File: src/rtl/posit_pkg.sv
// Shared constants and FSM encoding for the posit dot-product job sequencer.
// Default configuration: 8-bit posits, 2 exponent bits, 9-term dot products.
package posit_pkg;

    localparam int POSIT_WIDTH = 8;
    localparam int POSIT_EXP   = 2;
    localparam int DOT_K       = 9;

    localparam int BIAS    = (2 ** (POSIT_EXP + 1)) * (POSIT_WIDTH - 2);
    localparam int WK      = $clog2(DOT_K);
    localparam int WIDTH_A = WK + 2 * BIAS + 2;

    localparam int VLD_W    = 15;
    localparam int VLD_KEEP = 14;

    typedef enum logic [1:0] {
        IDLE  = 2'd0,
        ISSUE = 2'd1,
        DRAIN = 2'd2,
        FLUSH = 2'd3
    } seq_state_e;

    // Accumulator width for an arbitrary posit configuration.
    function automatic int acc_width(input int width, input int exp, input int k);
        return $clog2(k) + 2 * ((2 ** (exp + 1)) * (width - 2)) + 2;
    endfunction

endpackage

File: src/rtl/posit_dot_sequencer_if.sv
// Job, operand, pipeline-valid, accumulator and result signals of the dot-product sequencer.
// slave is the sequencer side, master is the job source / pipeline / consumer side.
interface posit_dot_sequencer_if
    import posit_pkg::*;
#(
    parameter int ID_W  = 4,
    parameter int DAT_W = posit_pkg::WIDTH_A
);
    logic             job_valid;
    logic             job_ready;
    logic [ID_W-1:0]  job_id;
    logic             in_valid;
    logic             in_ready;
    logic [VLD_W-1:0] vld_d;
    logic             acc_rdy;
    logic [DAT_W-1:0] acc;
    logic             res_valid;
    logic             res_ready;
    logic [DAT_W-1:0] res_data;
    logic [ID_W-1:0]  res_id;

    modport slave (
        input  job_valid, job_id, in_valid, acc_rdy, acc, res_ready,
        output job_ready, in_ready, vld_d, res_valid, res_data, res_id
    );

    modport master (
        output job_valid, job_id, in_valid, acc_rdy, acc, res_ready,
        input  job_ready, in_ready, vld_d, res_valid, res_data, res_id
    );
endinterface

File: src/rtl/posit_result_reg.sv
// Single-entry valid/ready holding register for a tagged accumulator result.
// Latency: 1 cycle capture-to-valid; backpressure: cap_rdy low while full and not being drained.
module posit_result_reg #(
    parameter int DAT_W = 102,
    parameter int ID_W  = 4
) (
    input  logic             clk_i,
    input  logic             rstn,
    input  logic             cap_vld,
    output logic             cap_rdy,
    input  logic [DAT_W-1:0] cap_dat,
    input  logic [ID_W-1:0]  cap_id,
    output logic             res_valid,
    input  logic             res_ready,
    output logic [DAT_W-1:0] res_data,
    output logic [ID_W-1:0]  res_id
);
    typedef struct packed {
        logic [ID_W-1:0]  id;
        logic [DAT_W-1:0] dat;
    } res_t;

    res_t hold_q;
    logic vld_q;

    assign cap_rdy = ~vld_q | res_ready;

    // A capture in the same cycle as a drain wins: the register stays full with new data.
    always_ff @(posedge clk_i or negedge rstn) begin
        if (!rstn) begin
            vld_q  <= 1'b0;
            hold_q <= '0;
        end else if (cap_vld) begin
            vld_q  <= 1'b1;
            hold_q <= '{id: cap_id, dat: cap_dat};
        end else if (res_ready) begin
            vld_q  <= 1'b0;
        end
    end

    assign res_valid = vld_q;
    assign res_data  = hold_q.dat;
    assign res_id    = hold_q.id;
endmodule

File: src/rtl/posit_dot_sequencer.sv
// Job sequencer for the posit MAC pipeline: gates K operand pairs per job, drives stage valids, returns tagged sums.
// Latency: last operand at t -> acc_rdy t+7, capture t+7, flush t+8, next job_ready t+9 (job period K+9).
// Backpressure: operand stalls never clear the partial sum; a full result register holds the job in DRAIN.
module posit_dot_sequencer
    import posit_pkg::*;
#(
    parameter int WIDTH = 8,
    parameter int EXP   = 2,
    parameter int K     = 9,
    parameter int ID_W  = 4
) (
    input  logic                  clk_i,
    input  logic                  rstn,
    posit_dot_sequencer_if.slave  io
);
    localparam int ACC_W = acc_width(WIDTH, EXP, K);
    localparam int CNT_W = $clog2(K) + 1;

    seq_state_e            state;
    logic [CNT_W-1:0]      cnt;
    logic [ID_W-1:0]       id_q;
    logic [VLD_KEEP-2:0]   chain;
    logic                  job_rdy_q;
    logic                  in_rdy_q;
    logic                  in_fire;
    logic                  job_fire;
    logic                  cap_vld;
    logic                  cap_rdy;
    logic [VLD_W-1:0]      vld;

    assign in_fire  = io.in_valid & in_rdy_q;
    assign job_fire = io.job_valid & job_rdy_q;
    assign cap_vld  = (state == DRAIN) & io.acc_rdy & cap_rdy;

    always_ff @(posedge clk_i or negedge rstn) begin
        if (!rstn) begin
            state     <= IDLE;
            cnt       <= '0;
            id_q      <= '0;
            chain     <= '0;
            job_rdy_q <= 1'b0;
            in_rdy_q  <= 1'b0;
        end else begin
            chain <= {chain[VLD_KEEP-3:0], in_fire};
            case (state)
                IDLE: begin
                    job_rdy_q <= 1'b1;
                    if (job_fire) begin
                        id_q      <= io.job_id;
                        cnt       <= '0;
                        job_rdy_q <= 1'b0;
                        in_rdy_q  <= 1'b1;
                        state     <= ISSUE;
                    end
                end
                ISSUE: begin
                    if (in_fire) begin
                        cnt <= cnt + CNT_W'(1);
                        if (cnt == CNT_W'(K - 1)) begin
                            in_rdy_q <= 1'b0;
                            state    <= DRAIN;
                        end
                    end
                end
                DRAIN: begin
                    if (cap_vld) state <= FLUSH;
                end
                FLUSH: begin
                    chain     <= '0;
                    job_rdy_q <= 1'b1;
                    state     <= IDLE;
                end
                default: state <= IDLE;
            endcase
        end
    end

    // Stage 0 is the issue cycle itself, so vld_d[k] marks an operand issued k cycles ago.
    always_comb begin
        vld = '0;
        if (state != FLUSH) vld[VLD_KEEP-1:0] = {chain, in_fire};
        vld[VLD_KEEP] = (state == ISSUE) || (state == DRAIN);
    end

    assign io.vld_d     = vld;
    assign io.job_ready = job_rdy_q;
    assign io.in_ready  = in_rdy_q;

    posit_result_reg #(
        .DAT_W (ACC_W),
        .ID_W  (ID_W)
    ) u_res (
        .clk_i     (clk_i),
        .rstn      (rstn),
        .cap_vld   (cap_vld),
        .cap_rdy   (cap_rdy),
        .cap_dat   (io.acc),
        .cap_id    (id_q),
        .res_valid (io.res_valid),
        .res_ready (io.res_ready),
        .res_data  (io.res_data),
        .res_id    (io.res_id)
    );
endmodule

File: src/flat_wrapper.sv
// flat-port wrapper written by rule: the top's interface ports become plain ports
module posit_dot_sequencer_flat import posit_pkg::*;
#(
    parameter int WIDTH = 8,
    parameter int EXP   = 2,
    parameter int K     = 9,
    parameter int ID_W  = 4
)
  (clk_i, rstn, io_job_valid, io_job_id, io_in_valid, io_acc_rdy, io_acc, io_res_ready, io_job_ready, io_in_ready, io_vld_d, io_res_valid, io_res_data, io_res_id);
  posit_dot_sequencer_if #(.ID_W(ID_W), .DAT_W((posit_pkg::WIDTH_A))) io_i ();
  input  logic clk_i;
  input  logic rstn;
  input wire logic [$bits(io_i.job_valid)-1:0] io_job_valid;
  input wire logic [$bits(io_i.job_id)-1:0] io_job_id;
  input wire logic [$bits(io_i.in_valid)-1:0] io_in_valid;
  input wire logic [$bits(io_i.acc_rdy)-1:0] io_acc_rdy;
  input wire logic [$bits(io_i.acc)-1:0] io_acc;
  input wire logic [$bits(io_i.res_ready)-1:0] io_res_ready;
  output wire logic [$bits(io_i.job_ready)-1:0] io_job_ready;
  output wire logic [$bits(io_i.in_ready)-1:0] io_in_ready;
  output wire logic [$bits(io_i.vld_d)-1:0] io_vld_d;
  output wire logic [$bits(io_i.res_valid)-1:0] io_res_valid;
  output wire logic [$bits(io_i.res_data)-1:0] io_res_data;
  output wire logic [$bits(io_i.res_id)-1:0] io_res_id;
  assign io_i.job_valid = io_job_valid;
  assign io_i.job_id = io_job_id;
  assign io_i.in_valid = io_in_valid;
  assign io_i.acc_rdy = io_acc_rdy;
  assign io_i.acc = io_acc;
  assign io_i.res_ready = io_res_ready;
  assign io_job_ready = io_i.job_ready;
  assign io_in_ready = io_i.in_ready;
  assign io_vld_d = io_i.vld_d;
  assign io_res_valid = io_i.res_valid;
  assign io_res_data = io_i.res_data;
  assign io_res_id = io_i.res_id;
  posit_dot_sequencer #(.WIDTH(WIDTH), .EXP(EXP), .K(K), .ID_W(ID_W)) u_core (.clk_i(clk_i), .rstn(rstn), .io(io_i));
endmodule
File: config.mk
export PLATFORM = sky130hd
export DESIGN_NAME = posit_dot_sequencer_flat
export DESIGN_NICKNAME = d
export VERILOG_FILES = /design/src/rtl/posit_pkg.sv /design/src/rtl/posit_dot_sequencer_if.sv /design/src/rtl/posit_result_reg.sv /design/src/rtl/posit_dot_sequencer.sv /design/src/flat_wrapper.sv
export SDC_FILE = /design/constraint.sdc
export NUM_CORES = 1
export LEC_CHECK = 0
export BUFFER_PORTS_ARGS = -buffer_cell sky130_fd_sc_hd__buf_2
export CELL_PAD_IN_SITES_DETAIL_PLACEMENT = 1
export CELL_PAD_IN_SITES_GLOBAL_PLACEMENT = 1
export CORE_MARGIN = 4
export CORE_UTILIZATION = 28
export CTS_CLUSTER_DIAMETER = 80
export CTS_CLUSTER_SIZE = 25
export DETAILED_ROUTE_END_ITERATION = 12
export GPL_ROUTABILITY_DRIVEN = 0
export PLACE_DENSITY = 0.62
export SYNTH_ARGS = -nofsm -noshare
export SYNTH_HDL_FRONTEND = slang
export SYNTH_HIERARCHICAL = 1
export SYNTH_SLANG_ARGS = --single-unit
File: constraint.sdc
create_clock -name clk_i -period 1.5 [get_ports clk_i]
set_input_delay 0.225 -clock clk_i [delete_from_list [all_inputs] [get_ports clk_i]]
set_output_delay 0.225 -clock clk_i [all_outputs]
set_load 0.05 [all_outputs]
Yosys cells after proc, flatten, opt, wreduce, memory -nomap -nowiden. Cells that the tools add are included.

Flip-flop bits (word level): 133. Bits of input ports: 112. Output and inout bits: 124. Word-level logic and storage cells: 52.

Add/subtract/negate cells: 1. Eq/ne operators: 9. Muxes and demuxes: 18. Bitwise logic cells: 6. Reduce and logical (&&, ||, !) cells: 9.

Operators by type and width (count): 2-to-1 mux 14 bit (1); 2-to-1 mux 13 bit (1); 2-to-1 mux 5 bit (2); case mux 5 bit (2 select lines) (1); 2-to-1 mux 2 bit (4); inequality test 2 x 1 -> 1 bit, second input constant (4); case mux 2 bit (4 select lines) (1); AND reduction 4 bit (2); 2-to-1 mux 1 bit (6); nonzero test 2 bit (3); adder 5 x 1 -> 5 bit, second input constant (1); equality test 5 x 4 -> 1 bit, second input constant (1); AND 1 bit (4); equality test 2 bit, second input constant (2); case mux 1 bit (2 select lines) (2); AND reduction 3 bit (1); equality test 2 x 1 -> 1 bit, second input constant (1); logical NOT 2 bit (1); inequality test 2 bit, second input constant (1); AND reduction 2 bit (1); logical OR 1 bit (1); inverter 1 bit (1); OR 1 bit (1).

Longest topological paths before layout.
Depth in word-level cells: 5. Gate-level depth with buffers: 7. Mapped depth without buffers: 6.

Modules after synthesis. The synthesis kept the hierarchy.

Modules (own cells, without submodules): posit_result_reg (times used 1, cells an instance 227, area an instance 4083.9 um2, sequential area each 2677.6 um2); posit_dot_sequencer (times used 1, cells an instance 93, area an instance 1116.1 um2, sequential area each 650.6 um2).

Worst setup path after synthesis. Ideal clock, no wire load.

Kind: flip-flop to output port. From: register u_core.state[0]. To: output port io_vld_d[10]. Data arrival time: 1.593 ns. Required time: 1.275 ns. Setup slack: -0.318 ns. Cell stages (with the launch flop): 4. Path through: dfrtp_1 > ha_1 > clkbuf_1 > nor2b_1.

Longest elaborated chain between the ends: 2.

RTL lines: start, declared (line posit_dot_sequencer.sv:19) `seq_state_e state;`; start signal, assigned (line posit_dot_sequencer.sv:37) `state <= IDLE;`; start signal, assigned (line posit_dot_sequencer.sv:53) `state <= ISSUE;`; start signal, assigned (line posit_dot_sequencer.sv:61) `state <= DRAIN;`; inequality test 2 bit (line posit_dot_sequencer.sv:81) `if (state != FLUSH) vld[VLD_KEEP-1:0] = {chain, in_fire};`; 2-to-1 mux 14 bit (line posit_dot_sequencer.sv:81); end, declared (line flat_wrapper.sv:21) `output wire logic [$bits(io_i.vld_d)-1:0] io_vld_d;`.

Every way passes these cells.

Final worst setup path.
From: register u_core.state[0]. To: output port io_vld_d[3].

The elaborated chain is that of the path after synthesis.

==> metrics.yaml <==
initial_core_util_pct: 28.8
p_switching_uw: 11400
fp-row-count: 49
syn_avg_cell_area_sq_um: 16.2
clk_pin_slew_ps: 60
grt_pass1_wl_um: 24400
dr.pass1.iters: 4
critPathLaunchType: "register"
clock_path_buffers: 2
min_period_ps: 1830
cts_tree: "done"
dp_slack_ps: -223
layout.nets: 746
p_int_uw: 13900
via_per_inst: 4.42
synthCells: 320
hp-class: "primary input to register"
port_buffers: 235
async_reset_ff_share_pct: 100
synthTopCellsByArea: "dfrtp_1 (64%), mux2_2 (18%), mux2_4 (8.4%), nor2b_1 (1.7%), ha_1 (1.4%)"
die_h_um: 144
tns_ps: -27810
synth-seq-cells: 133
crit_fanout: 7
cts_buffers: 17
p_seq_share_pct: 25.0
fin_util_pct: 48.9
period_share_pct: 122
cp.required_ps: 1270
wire_per_inst_um: 19.7
synth_most_common_cell: "dfrtp_1"
p_clk_share_pct: 17.5
final_cell_count_no_fill: 874
grt_use_total_pct: 15.5
power_frac_comb_pct: 57.5
fin_worst_hold_slack_ps: 38.7
p_per_area_nw_per_um2: 2860
cts_root_buffer: "clkbuf_16"
synth_cell_types: 31
drv_cap: 0
grt_pass1_vias: 4390
cts.sinks: 133
vdd_drop_max_mv: 1.16
fp.dieW_um: 144
synthTopCellsByCount: "dfrtp_1 (133), mux2_2 (81), mux2_4 (29)"
yosysTopAreaCell: "dfrtp_1"
synth_edf_count: 0
critPathCaptureType: "output pin"
grt_max_degree: 48
clkLatencyLatePin_ps: 410
violations: "negative setup slack"
h-tree-depth: 4
setup_violations: 133
overflow: 0
swShare_pct: 45.2
place_inst: 797
ys_warn_count: 6
slew_headroom_pct: 71.8
setup_slack_ps: -327
drive_gt1_share_pct: 76.0
final-max-slew-violation-count: 0
drt_iter0_markers: 89
synth_top_area_share_pct: 64.0
outcome: "finished, violations left"
core_sq_um: 18100
dieArea_sq_um: 20800
io_pins: 236
vias: 3863
synth_ff_type: "dfrtp_1"
antenna_found_initial: 2
synth_nets: 438
p_leak_uw: 0.00439
syn_area_sq_um: 5200
fmax_ghz: 0.547
dp_hpwl_um: 11000
rsz0062_at_grt: "true"
hold_viol: 0
arrival_ps: 1600
worst_slew_pin_slew_ps: 423
skew_ps: 6.52
ant_nets: 0
drt_wl_total_um: 17300
critPathKind: "register to output pin"
areaGrowthSynthToFinish_pct: 70.2
ys_seq_area_share_pct: 64.0
drc: 0
==> repair_timing <==
action                                 in CTS  in global routing
hold buffers                                1                  0
setup endpoints to repair                 131                135
resized for setup                         117                 86
endpoints found under the hold margin      33                  0
buffers inserted                           23                 11
pin swaps                                  13                 10
cloned                                      9                  4
==> layout make-up <==
cell class	count	area, sq um
sequential	133	3330
tap	229	287
clock inverter	12	175
timing repair buffer	301	2220
fill	1832	9240
clock buffer	20	457
antenna	4	10.0
multi-input combinational	171	2340
inverter	4	22.5
==> layout by cell type (no fill, tap or decap), drive strengths merged <==
master / instances
o32a: 1
nand2b: 3
or2: 1
or3: 1
mux2: 110
o221ai: 1
a31oi: 2
and3: 3
dlygate4sd3: 1
o21ai: 2
clkbuf: 24
a21bo: 2
and4: 1
o22ai: 1
inv: 6
dfrtp: 133
bufinv: 4
diode: 4
a32o: 1
nand2: 9
a21oi: 1
or4: 1
nor2: 4
clkinv: 6
ha: 6
xnor2: 1
nand4bb: 1
nor2b: 14
and2: 1
buf: 296
nand3: 4
==> worst max-delay path, stage by stage, from the launching register on <==
cell	delay [ps]
dfrtp_1	400
buf_6	140
ha_4	180
buf_16	160
nor2b_4	150
buf_8	160
==> per-stage QoR <==
| stage | power (uW) | instance area [sq um] |
|---|---|---|
| floorplan | 15000 | 5310 |
| global placement | 17900 | 6960 |
| detailed placement | 18200 | 6960 |
| CTS | 24600 | 8450 |
| global route | 26400 | 8850 |
| finish | 25300 | 8850 |
==> registers in the layout (all words and copies together) (netlist names) <==
name,count
u_core/cnt,5
u_core/chain,13
u_core/id_q,4
u_core/state,2
u_core/io.job_ready,1
u_core/io.in_ready,1
u_core/u_res/res_data,102
u_core/u_res/res_valid,1
u_core/u_res/res_id,4
==> metal layers <==
metal | share of wire (%) | vias to the layer above | GRT usage, %
li1 | - | 1746 | -
met1 | 39 | 1972 | 17.5
met4 | 1.4 | 0 | 6.14
met5 | 0 | - | 0
met3 | 5.4 | 16 | 4.07
met2 | 54 | 129 | 27.9
==> cells by family after synthesis <==
logic type	after synthesis	share of synthesized area, %
simple gates	42	4.74
mux	110	25.9
buf+inv	17	2.12
fa+ha+maj	6	1.44
xor+xnor	1	0.168
flops	133	64.0
compound gates	11	1.61
==> path summary, 6_finish.rpt <==
| path | start | to | slack (ps) | cells past startpoint |
|---|---|---|---|---|
| worst max-delay path | u_core/state[0]$_DFFE_PN0P_ | io_vld_d[3] | -330 | 5 |
| worst min-delay path | io_acc[60] | u_core/u_res/res_data[60]$_DFFE_PN0P_ | 40 | 2 |
| max in group asynchronous | rstn | u_core/u_res/res_data[36]$_DFFE_PN0P_ | 600 | 3 |
| worst max register to register | u_core/state[0]$_DFFE_PN0P_ | u_core/u_res/res_data[73]$_DFFE_PN0P_ | -260 | 7 |
| worst min register to register | u_core/u_res/res_data[88]$_DFFE_PN0P_ | u_core/u_res/res_data[88]$_DFFE_PN0P_ | 500 | 1 |
| min in group asynchronous | rstn | u_core/u_res/res_data[84]$_DFFE_PN0P_ | 290 | 2 |
==> power groups by stage <==
stage | Clock, uW | Combinational, uW | Sequential (uW)
CTS | 4570 | 13700 | 6250
finish | 4440 | 14600 | 6320
global route | 4750 | 15100 | 6540
detailed placement | 0 | 11900 | 6270
floorplan | 0 | 3510 | 11500
global placement | 0 | 11700 | 6150
Power figures use the tool's default switching activity.
